===== src/rtl/irq_timer_bank.sv =====
// Bank of N_CH periodic interrupt timers with pending, overrun, mask and priority request.
module irq_timer_bank #(
    parameter int unsigned    N_CH      = 4,
    parameter int unsigned    CNT_W     = 16,
    parameter int unsigned    DIV_RESET = 6249,
    parameter logic [N_CH-1:0] EN_RESET = N_CH'(1),
    localparam int unsigned   ID_W      = (N_CH > 1) ? $clog2(N_CH) : 1
) (
    input  logic             clk,
    input  logic             rst,
    input  logic             cfg_we,
    input  logic [ID_W-1:0]  cfg_ch,
    input  logic [CNT_W-1:0] cfg_div,
    input  logic             cfg_en,
    input  logic [N_CH-1:0]  ack,
    input  logic [N_CH-1:0]  mask,
    output logic [N_CH-1:0]  tick,
    output logic [N_CH-1:0]  pending,
    output logic [N_CH-1:0]  overrun,
    output logic             ei_req,
    output logic [ID_W-1:0]  irq_id
);

    logic [CNT_W-1:0] cnt_q [N_CH];
    logic [CNT_W-1:0] cnt_d [N_CH];
    logic [CNT_W-1:0] div_q [N_CH];
    logic [CNT_W-1:0] div_d [N_CH];
    logic [N_CH-1:0]  en_q, en_d;
    logic [N_CH-1:0]  tick_q, tick_d;
    logic [N_CH-1:0]  pending_q, pending_d;
    logic [N_CH-1:0]  overrun_q, overrun_d;
    logic [N_CH-1:0]  wr_c;
    logic [N_CH-1:0]  hit_c;

    // Decode the config write; selects beyond the last channel match nothing.
    always_comb begin
        wr_c = '0;
        for (int i = 0; i < N_CH; i++) begin
            wr_c[i] = cfg_we && (cfg_ch == ID_W'(i));
        end
    end

    // Period boundary per channel; a config write on the same edge suppresses it.
    always_comb begin
        hit_c = '0;
        for (int i = 0; i < N_CH; i++) begin
            hit_c[i] = en_q[i] && (cnt_q[i] == div_q[i]) && !wr_c[i];
        end
    end

    // Next-state for counters, configuration, tick, pending and overrun.
    always_comb begin
        cnt_d     = cnt_q;
        div_d     = div_q;
        en_d      = en_q;
        tick_d    = '0;
        pending_d = pending_q;
        overrun_d = overrun_q;
        for (int i = 0; i < N_CH; i++) begin
            if (wr_c[i]) begin
                div_d[i] = cfg_div;
                en_d[i]  = cfg_en;
                cnt_d[i] = '0;
            end else if (!en_q[i] || hit_c[i]) begin
                cnt_d[i] = '0;
            end else begin
                cnt_d[i] = cnt_q[i] + CNT_W'(1);
            end

            tick_d[i] = hit_c[i];

            // Set beats ack so no event is lost; ack always consumes prior overrun.
            if (hit_c[i]) begin
                pending_d[i] = 1'b1;
                if (ack[i]) begin
                    overrun_d[i] = 1'b0;
                end else if (pending_q[i]) begin
                    overrun_d[i] = 1'b1;
                end
            end else if (ack[i]) begin
                pending_d[i] = 1'b0;
                overrun_d[i] = 1'b0;
            end
        end
    end

    // State registers with synchronous reset.
    always_ff @(posedge clk) begin
        if (rst) begin
            for (int i = 0; i < N_CH; i++) begin
                cnt_q[i] <= '0;
                div_q[i] <= CNT_W'(DIV_RESET);
            end
            en_q      <= EN_RESET;
            tick_q    <= '0;
            pending_q <= '0;
            overrun_q <= '0;
        end else begin
            for (int i = 0; i < N_CH; i++) begin
                cnt_q[i] <= cnt_d[i];
                div_q[i] <= div_d[i];
            end
            en_q      <= en_d;
            tick_q    <= tick_d;
            pending_q <= pending_d;
            overrun_q <= overrun_d;
        end
    end

    // Request and lowest-index priority encode from registered pending and live mask.
    always_comb begin
        ei_req = |(pending_q & ~mask);
        irq_id = '0;
        for (int i = N_CH - 1; i >= 0; i--) begin
            if (pending_q[i] && !mask[i]) begin
                irq_id = ID_W'(i);
            end
        end
    end

    assign tick    = tick_q;
    assign pending = pending_q;
    assign overrun = overrun_q;

endmodule


===== config.mk =====
export PLATFORM = sky130hd
export DESIGN_NAME = irq_timer_bank
export DESIGN_NICKNAME = d
export VERILOG_FILES = /design/src/rtl/irq_timer_bank.sv
export SDC_FILE = /design/constraint.sdc
export NUM_CORES = 1
export LEC_CHECK = 0
export ABC_AREA = 1
export BUFFER_PORTS_ARGS = -buffer_cell sky130_fd_sc_hd__clkbuf_2
export CAP_MARGIN = 10
export CELL_PAD_IN_SITES_DETAIL_PLACEMENT = 1
export CELL_PAD_IN_SITES_GLOBAL_PLACEMENT = 1
export CORE_UTILIZATION = 44
export DETAILED_ROUTE_END_ITERATION = 6
export GPL_ROUTABILITY_DRIVEN = 0
export PLACE_DENSITY = 0.87
export RECOVER_POWER = 50
export SLEW_MARGIN = 20
export SYNTH_ARGS = -nofsm -noshare
export SYNTH_HDL_FRONTEND = slang
export SYNTH_SLANG_ARGS = --single-unit
export TNS_END_PERCENT = 100

===== constraint.sdc =====
create_clock -name clk -period 1.9 [get_ports clk]
set_input_delay 0.475 -clock clk [delete_from_list [all_inputs] [get_ports clk]]
set_output_delay 0.475 -clock clk [all_outputs]
set_load 0.05 [all_outputs]

# == Word-level counts from Yosys, hierarchy flattened ==
# Index checks and enable logic that the tools add are counted.
# totals
reg_bits,144
in_bits,30
out_inout_bits,15
word_cells,108
# op_classes
addsub,4
eq_ne,7
n_mux,24
bitwise_logic,2
reduce_logical,50
# op_table
op,n
$add 16x1->16 const B,4
$eq 16x16->1,4
$mux 1,20
$logic_and 1x1->1,16
$reduce_bool 2->1,8
$logic_not 1->1,12
$reduce_or 3->1,4
$mux 2,4
$reduce_and 2->1,4
$and 4x4->4,1
$eq 2x2->1 const B,2
$logic_or 1x1->1,4
$not 4->4,1
$reduce_or 4->1,1
$eq 2x1->1 const B,1
$logic_not 2->1,1

# == Longest topological paths before layout ==
# Gate-level depths: netlist of run 1.
# depth
ltp_word,6
mapped_depth,10
ltp_nobuf,9

# == Worst setup path before layout of run 1 ==
# OpenSTA, ideal clock, no wires.
# synth_path
path_kind,flip-flop to output port
start,reg pending_q[1] (netlist: pending[1])
end,out irq_id[0]
arrival_time_ns,1.837
required_ns,1.425
setup_slack_ns,-0.412
stages_incl_launch_ff,4
path_buffers,0
cell_sequence,dfxtp_1 -> inv_1 -> or2_2 -> a21oi_1
# synth_via
elab_chain_cells,3
# synth_lines
element,line,source
start: declaration,30,"logic [N_CH-1:0] pending_q, pending_d;"
start signal: assignment,105,pending_q <= pending_d;
$logic_and 1x1->1,115,if (pending_q[i] && !mask[i]) begin
$mux 2 (2 in a row),115,
end: declaration,21,output logic [ID_W-1:0] irq_id
# No other way between the ends.

# == Worst setup path in the final report of run 1 ==
# Same ends and word-level chain as after synthesis.

==> run metrics, run 1 <==
CTS buffer count 17; synth top area cells dfxtp_1 (42%), nand2_1 (14%), nor2_1 (8.5%); switching share of power 23.0%; Worst Hold End overrun[2]; core area 15,200 µm²; r2r startpoint cnt_q[0]; P_leak 0.00320 µW; number of diodes 0; Die Height 127 µm; HPWL Detailed 13,500 µm; RR Endpoint cnt_q[10]; Worst-path clk slew 0.06 ns; Placed Cells 1,201; vias in the first global route 6,736; drt pass-1 iters 4; Critical Path End Type output port; status finished clean; clk sink count 144; Post-synth EDFFs 0; sequential share of power 44.1%; Die ar. 16,000 µm²; synthesized area 6830 µm²; Yosys cell types 33; via density per instance 5.10; Worst EP arrival 1.39 ns; Max IR drop VDD 0.670 mV; RSZ-0062 raised after global routing yes; combinational power share 5.8%; worst hold start ack[2]; Pint 5500 µW; port bufs 44; initial antenna violation count 1; aggregate global-route resource usage 26.1%; Post-DRT Antenna Nets 0; P per Cell Area 904 nW/µm²; fin area 7890 µm²; layout cells sized above 1 12.2%; Yosys top cell area share 42.2%; pin slew with the least headroom to its limit 0.929 ns; root buffer selected by CTS clkbuf_16; final WL 19,600 µm; Final #Nets 1,067; most frequent cells in the layout nand2_1 (250), nor2_1 (155), dfxtp_1 (142); synthesized area per cell 6.97 µm²; final core utilization 51.9%; min Tclk post-route 1.87 ns; Final Hold Vio Count 0; Routed wire per std cell 15.9 µm; Fin Clk Skew 0.00999 ns; Clk Latency, worst-skew pair 0.44 ns; Psw 1640 µW; Setup CP Type flop to output port; CP Max Fanout 3; clock power share 50.0%; post-synthesis register bit count 144; Layout area overhead 15.6%; CP Data Required Time 1.42 ns; Rows 45; # Max-Cap Violations 0; Gate Count Post-Synth 980; async set-reset flop share out of synthesis 0%; CTS tree done; Setup Viol. Count Final 0; largest net degree at the start of global routing 36; DR vias 6,299; Post-DP Area 7240 µm²; CP Launch Type flop; total grt overflow 0; post-synthesis sequential area ratio 42.2%; Reg2Reg Depth 8; # H-tree levels 4; Longest Clk Path Bufs 2; Tightest Hold Check Type input pin to flop; Die Width 127 µm; yosys warns 0; # DRC 0; non-filler instance count after layout 1,234; part of the cycle the worst path needs 98.4%; syn nets 1,014; first-pass GRT wire length 32,300 µm; Slew Viols, Final 0; Post-synth top flop dfxtp_1; hold path depth 3; R2R Setup Slk 0.15 ns; Highest Clock Rate 535 MHz; Initial Util 44.9%; initial DRC count 262; # IOs 45; Yosys top cell by area dfxtp_1; commonest non-fill, non-tap cell in the layout nand2_1; normalized max-slew margin 38.0%
==> area by class of cell <==
type                            count  area (µm²)
Fill cell                        1975        7310
Multi-Input combinational cell    675        3310
Sequential cell                   144        2890
Inverter                          138         518
Clock buffer                       22         464
Timing Repair Buffer               57         324
Tap cell                          188         235
Clock inverter                     10         159
==> logic make-up after synthesis <==
| logic type | Yosys count | share of synthesized area (%) |
|---|---|---|
| and+or+nand+nor | 494 | 30.4 |
| buffers and inverters | 161 | 9.66 |
| DFF | 144 | 42.2 |
| AOI/OAI and AO/OA | 119 | 9.58 |
| xor gates and xnor gates | 58 | 7.44 |
| adders and majority gates | 4 | 0.733 |
==> metrics by stage <==
step                      setup TNS (ns)  setup WS (ns)  hold WS (ns)  total power, µW
after CTS                              0        0.00447         0.297             7180
after floorplan                   -0.144         -0.111         0.441             3470
final                                  0         0.0309         0.305             7140
after global routing             -0.0252        -0.0243         0.309             7360
after detailed placement               0         0.0571         0.437             3630
after global placement                 0         0.0680         0.435             3600
==> worst max path at each step <==
stage / to / from / cells past startpoint
4_1_cts: irq_id[0] / pending[1] / 4
6_report: irq_id[0] / pending[1] / 4
3_5_place_dp: irq_id[0] / mask[1] / 4
5_1_grt: irq_id[0] / pending[1] / 4
3_3_place_gp: irq_id[0] / mask[1] / 4
2_1_floorplan: irq_id[0] / pending[1] / 3
==> sequential cells by signal (all words and copies together), names as in the netlist <==
signal and cells:
cnt_q 64, div_q 64, en_q 4, overrun 4, pending 4, tick 4
==> metal layers <==
| metal | up-vias | part of all wire (%) | global-route usage [%] |
|---|---|---|---|
| met5 | - | 0.066 | 0 |
| met4 | 2 | 3.3 | 13.5 |
| met3 | 50 | 4.3 | 5.48 |
| met2 | 120 | 50 | 46.5 |
| met1 | 2991 | 43 | 29.4 |
| li1 | 3136 | - | - |
==> power by group through the flow <==
stage	logic (µW)	clock network (µW)	registers, µW
after floorplan	269	0	3200
after global placement	392	0	3210
after detailed placement	410	0	3220
after CTS	421	3610	3150
after global routing	466	3740	3160
final	417	3570	3150
==> worst max-delay path: stages, from the launching register on <==
cell and delay [ns]:
dfxtp_2 0.33, inv_2 0.04, or2_4 0.27, a21oi_4 0.17
buf_8 0.16
==> synth_stat cells (all sizes together), types with 2 or more instances <==
master  instances
a21oi          42
clkbuf          9
buf            14
ha              4
nand2         256
nand3          38
o21ai          51
nor2          176
o21bai          2
o211ai         18
xor2           47
nor3           12
nand4           6
xnor2          11
inv           138
o22ai           4
or2             4
dfxtp         144
==> timing repair <==
item | CTS | global route
resized for setup | 9 | 12
endpoints found under the setup margin | 3 | 4
hold buffers | 0 | 0
setup buffers | 1 | 0
pin swaps | 2 | 2
(Power assumes the default switching activity.)
==> run 2, diff against run 1 <==
--- a/config.mk
+++ b/config.mk
@@ -6,14 +6,14 @@
 export NUM_CORES = 1
 export LEC_CHECK = 0
 export ABC_AREA = 1
-export BUFFER_PORTS_ARGS = -buffer_cell sky130_fd_sc_hd__clkbuf_2
 export CAP_MARGIN = 10
 export CELL_PAD_IN_SITES_DETAIL_PLACEMENT = 1
 export CELL_PAD_IN_SITES_GLOBAL_PLACEMENT = 1
-export CORE_UTILIZATION = 44
+export CORE_UTILIZATION = 46
 export DETAILED_ROUTE_END_ITERATION = 6
+export DONT_BUFFER_PORTS = 1
 export GPL_ROUTABILITY_DRIVEN = 0
-export PLACE_DENSITY = 0.87
+export PLACE_DENSITY = 0.86
 export RECOVER_POWER = 50
 export SLEW_MARGIN = 20
 export SYNTH_ARGS = -nofsm -noshare
==> run metrics, run 2 (synthesis results as in run 1) <==
commonest non-fill, non-tap cell in the layout nand2_1; root buffer selected by CTS clkbuf_16; Die ar. 15,300 µm²; normalized max-slew margin 51.2%; Die Height 124 µm; Final TNS setup -0.0344 ns; Worst-path clk slew 0.06 ns; core area 14,500 µm²; Worst EP arrival 1.46 ns; Pint 5070 µW; RSZ-0062 raised after global routing yes; Post-DRT Antenna Nets 0; Fin Clk Skew 0.00959 ns; largest registers cnt_q: 64 flops, div_q: 64 flops; total grt overflow 0; CP Data Required Time 1.42 ns; Max IR drop VDD 0.584 mV; most frequent cells in the layout nand2_1 (249), nor2_1 (154), dfxtp_1 (142); # Max-Cap Violations 0; Critical Path End Type output port; Tightest Hold Check Type input pin to flop; clk sink count 144; drt pass-1 iters 4; # IOs 45; pin slew with the least headroom to its limit 0.732 ns; Power, Total 6600 µW; vias in the first global route 6,455; CP Launch Type flop; Die Width 124 µm; Final WS setup -0.0344 ns; first-pass GRT wire length 31,300 µm; Longest Clk Path Bufs 2; final WL 19,400 µm; Placed Cells 1,161; CTS Hold Bufs 0; initial DRC count 388; DR vias 6,177; status finished with violations; Setup Viol. Count Final 1; min Tclk post-route 1.93 ns; # DRC 0; Rows 44; non-filler instance count after layout 1,197; P per Cell Area 862 nW/µm²; initial antenna violation count 1; combinational power share 5.1%; port bufs 0; Highest Clock Rate 517 MHz; part of the cycle the worst path needs 102%; failing checks negative setup slack; final core utilization 52.7%; fillers 1,902; largest net degree at the start of global routing 34; Setup CP Type flop to output port; aggregate global-route resource usage 27.2%; Layout area overhead 12.2%; CTS tree done; Psw 1530 µW; P_leak 0.00301 µW; Final Hold Vio Count 0; CP Max Fanout 3; switching share of power 23.2%; Clk Latency, worst-skew pair 0.43 ns; Final #Nets 1,033; CTS buffer count 17; sequential share of power 47.7%; Initial Util 47.0%; clock power share 47.2%; HPWL Detailed 13,600 µm; via density per instance 5.16; Routed wire per std cell 16.2 µm; Slew Viols, Final 0; layout cells sized above 1 9.29%; # H-tree levels 4
run 2: cell types whose count changed in the layout (fill, tap and decap cells not counted), moves of 2 or more:
cell | previous run | this run
buf_12 | 0 | 3
bufinv_16 | 4 | 1
clkbuf_1 | 8 | 12
clkbuf_2 | 40 | 3
clkinv_2 | 3 | 6
clkinvlp_4 | 2 | 0
nor2_2 | 18 | 20
run 2: what timing repair did:
action / CTS / global route
cloned: 0 / 0
gates resized for setup: 12 / 2
buffers inserted: 3 / 0
pin swaps: 3 / 3
endpoints found under the setup margin: 3 / 3
run 2: worst paths after layout:
kind,from,end,slack (ns),cells past startpoint
worst max-delay path,pending[1],irq_id[0],-0.03,4
worst min-delay path,cfg_div[5],div_q[5],0.18,2
worst max register to register,cnt_q[16],cnt_q[28],0.26,6
worst min register to register,div_q[29],div_q[29],0.47,2
run 2: per-layer routing:
metal / part of all wire [%] / GRT usage (%)
met1: 42 / 29.5
met4: 2.5 / 10.5
met2: 51 / 50.0
met3: 4.9 / 7.01
met5: 0 / 0
run 2: worst max-delay path, cell delays in order (launching register included):
cell	delay, ns
dfxtp_2	0.34
inv_2	0.04
or2_4	0.26
a21oi_4	0.22
buf_12	0.16
run 2: layout make-up:
class | instances | area [µm²] | area share [%]
Multi-Input combinational cell | 675 | 3310 | 43.1
Sequential cell | 144 | 2890 | 37.7
Inverter | 138 | 518 | 6.76
Clock buffer | 25 | 475 | 6.21
Tap cell | 184 | 230 | 3.01
Timing Repair Buffer | 23 | 184 | 2.40
Clock inverter | 7 | 60.1 | 0.784
Antenna cell | 1 | 2.50 | 0.0327
run 2: power groups by stage:
stage | clock (µW) | sequential [µW] | combinational, µW
global placement | 0 | 3210 | 322
finish | 3110 | 3150 | 337
CTS | 3140 | 3150 | 345
floorplan | 0 | 3200 | 269
detailed placement | 0 | 3220 | 336
global route | 3270 | 3160 | 386
run 2: through the flow:
step | hold slack [ns] | worst slack, ns | area, µm²
after floorplan | 0.441 | -0.111 | 6840
after global placement | 0.456 | 0.154 | 7110
after detailed placement | 0.466 | 0.157 | 7110
after CTS | 0.151 | -0.00393 | 7700
after global routing | 0.177 | -0.0432 | 7660
final | 0.182 | -0.0344 | 7660
==> run 3, diff against run 2 <==
--- a/config.mk
+++ b/config.mk
@@ -10,10 +10,11 @@
 export CELL_PAD_IN_SITES_DETAIL_PLACEMENT = 1
 export CELL_PAD_IN_SITES_GLOBAL_PLACEMENT = 1
 export CORE_UTILIZATION = 46
+export CTS_CLUSTER_DIAMETER = 60
 export DETAILED_ROUTE_END_ITERATION = 6
 export DONT_BUFFER_PORTS = 1
 export GPL_ROUTABILITY_DRIVEN = 0
-export PLACE_DENSITY = 0.86
+export PLACE_DENSITY_LB_ADDON = 0.1
 export RECOVER_POWER = 50
 export SLEW_MARGIN = 20
 export SYNTH_ARGS = -nofsm -noshare
==> run metrics, run 3 (synthesis results as in run 1) <==
Fin Clk Skew 0.00667 ns; Worst-path clk slew 0.06 ns; Tightest Hold Check Type input pin to flop; clock power share 53.2%; # Max-Cap Violations 0; # H-tree levels 4; # IOs 45; Final TNS setup 0 ns; Post-CTS Setup Bufs 0; min Tclk post-route 1.87 ns; Highest Clock Rate 534 MHz; final WL 18,700 µm; layout cells sized above 1 8.43%; Pint 5850 µW; Max IR drop VDD 0.602 mV; Reg2Reg Depth 8; Top Metal Used met4; Routed wire per std cell 15.7 µm; Setup CP Type flop to output port; Critical Path End Type output port; switching share of power 21.2%; Layout area overhead 13.7%; Final Hold Vio Count 0; aggregate global-route resource usage 25.8%; sequential share of power 42.4%; DR WL met3 1190 µm; Die ar. 15,300 µm²; HPWL Detailed 13,300 µm; part of the cycle the worst path needs 98.6%; Psw 1580 µW; vias in the first global route 6,013; Die Height 124 µm; CTS buffer count 17; first-pass GRT wire length 29,300 µm; Rows 44; combinational power share 4.4%; Longest Clk Path Bufs 2; fillers 1,926; Slew Viols, Final 0; via density per instance 5.02; Initial Util 47.0%; drt pass-1 iters 4; final core utilization 53.4%; M1 wire length 7840 µm; Worst EP arrival 1.40 ns; initial DRC count 221; hold path depth 2; normalized max-slew margin 35.9%; Die Width 124 µm; pin slew with the least headroom to its limit 0.962 ns; largest net degree at the start of global routing 24; WL met2 9200 µm; largest registers cnt_q: 64 flops, div_q: 64 flops; status finished clean; commonest non-fill, non-tap cell in the layout nand2_1; Clk Latency, worst-skew pair 0.43 ns; Post-DRT Antenna Nets 0; P per Cell Area 956 nW/µm²; CP Launch Type flop; root buffer selected by CTS clkbuf_16; # DRC 0; CP Data Required Time 1.42 ns; CTS tree done; P_leak 0.00305 µW; RSZ-0062 raised after global routing yes; Setup Viol. Count Final 0; core area 14,500 µm²; most frequent cells in the layout nand2_1 (250), nor2_1 (155), dfxtp_1 (142); total grt overflow 0; CP Max Fanout 3; port bufs 0; initial antenna violation count 1; clk sink count 144; Final #Nets 1,029; DR vias 5,985
run 3: path summary, 6_finish.rpt:
| path | startpoint | to | slack (ns) |
|---|---|---|---|
| setup / recovery | pending[1] | irq_id[0] | 0.03 |
| hold / removal | cfg_en | en_q[0] | 0.16 |
| setup reg to reg | cnt_q[0] | cnt_q[10] | 0.29 |
| hold reg to reg | div_q[52] | div_q[52] | 0.47 |
run 3: per-layer routing:
metal,GRT usage [%],vias to the layer above
met2,45.6,100
li1,-,3061
met3,7.97,29
met5,0,-
met1,28.7,2795
met4,10.1,0
run 3: power by group through the flow:
stage,registers [µW],clock network [µW],logic [µW]
2_1_floorplan,3200,0,269
3_3_place_gp,3210,0,328
3_5_place_dp,3210,0,335
4_1_cts,3150,4010,340
5_1_grt,3160,4120,380
6_report,3150,3950,328
run 3: critical path, cell delays in order, from the launching register on:
cell	delay, ns
dfxtp_2	0.34
inv_2	0.07
or2_4	0.24
a21oi_2	0.17
buf_12	0.15
run 3: what timing repair did:
item,in CTS,in global routing
setup endpoints to repair,3,3
pin swaps,1,0
gates resized for setup,5,1
hold buffers,0,0
gates cloned,0,0
run 3: area by class of cell:
class / count / area [µm²] / share of cell area (%)
Multi-Input combinational cell: 675 / 3280 / 42.2
Sequential cell: 144 / 2890 / 37.1
Inverter: 138 / 518 / 6.67
Clock buffer: 23 / 498 / 6.41
Tap cell: 184 / 230 / 2.96
Clock inverter: 9 / 200 / 2.58
Timing Repair Buffer: 19 / 155 / 2.00
Antenna cell: 1 / 2.50 / 0.0322
run 3: through the flow:
stage | cells | setup WS (ns) | hold slack, ns | cell area, µm² | total power, µW
2_1_floorplan | 980 | -0.111 | 0.441 | 6840 | 3470
5_1_grt | 1192 | -0.00675 | 0.170 | 7760 | 7660
3_5_place_dp | 1160 | 0.291 | 0.459 | 7120 | 3550
3_3_place_gp | 1160 | 0.299 | 0.455 | 7120 | 3540
4_1_cts | 1192 | 0.0108 | 0.143 | 7820 | 7500
6_report | 1193 | 0.0258 | 0.160 | 7770 | 7430
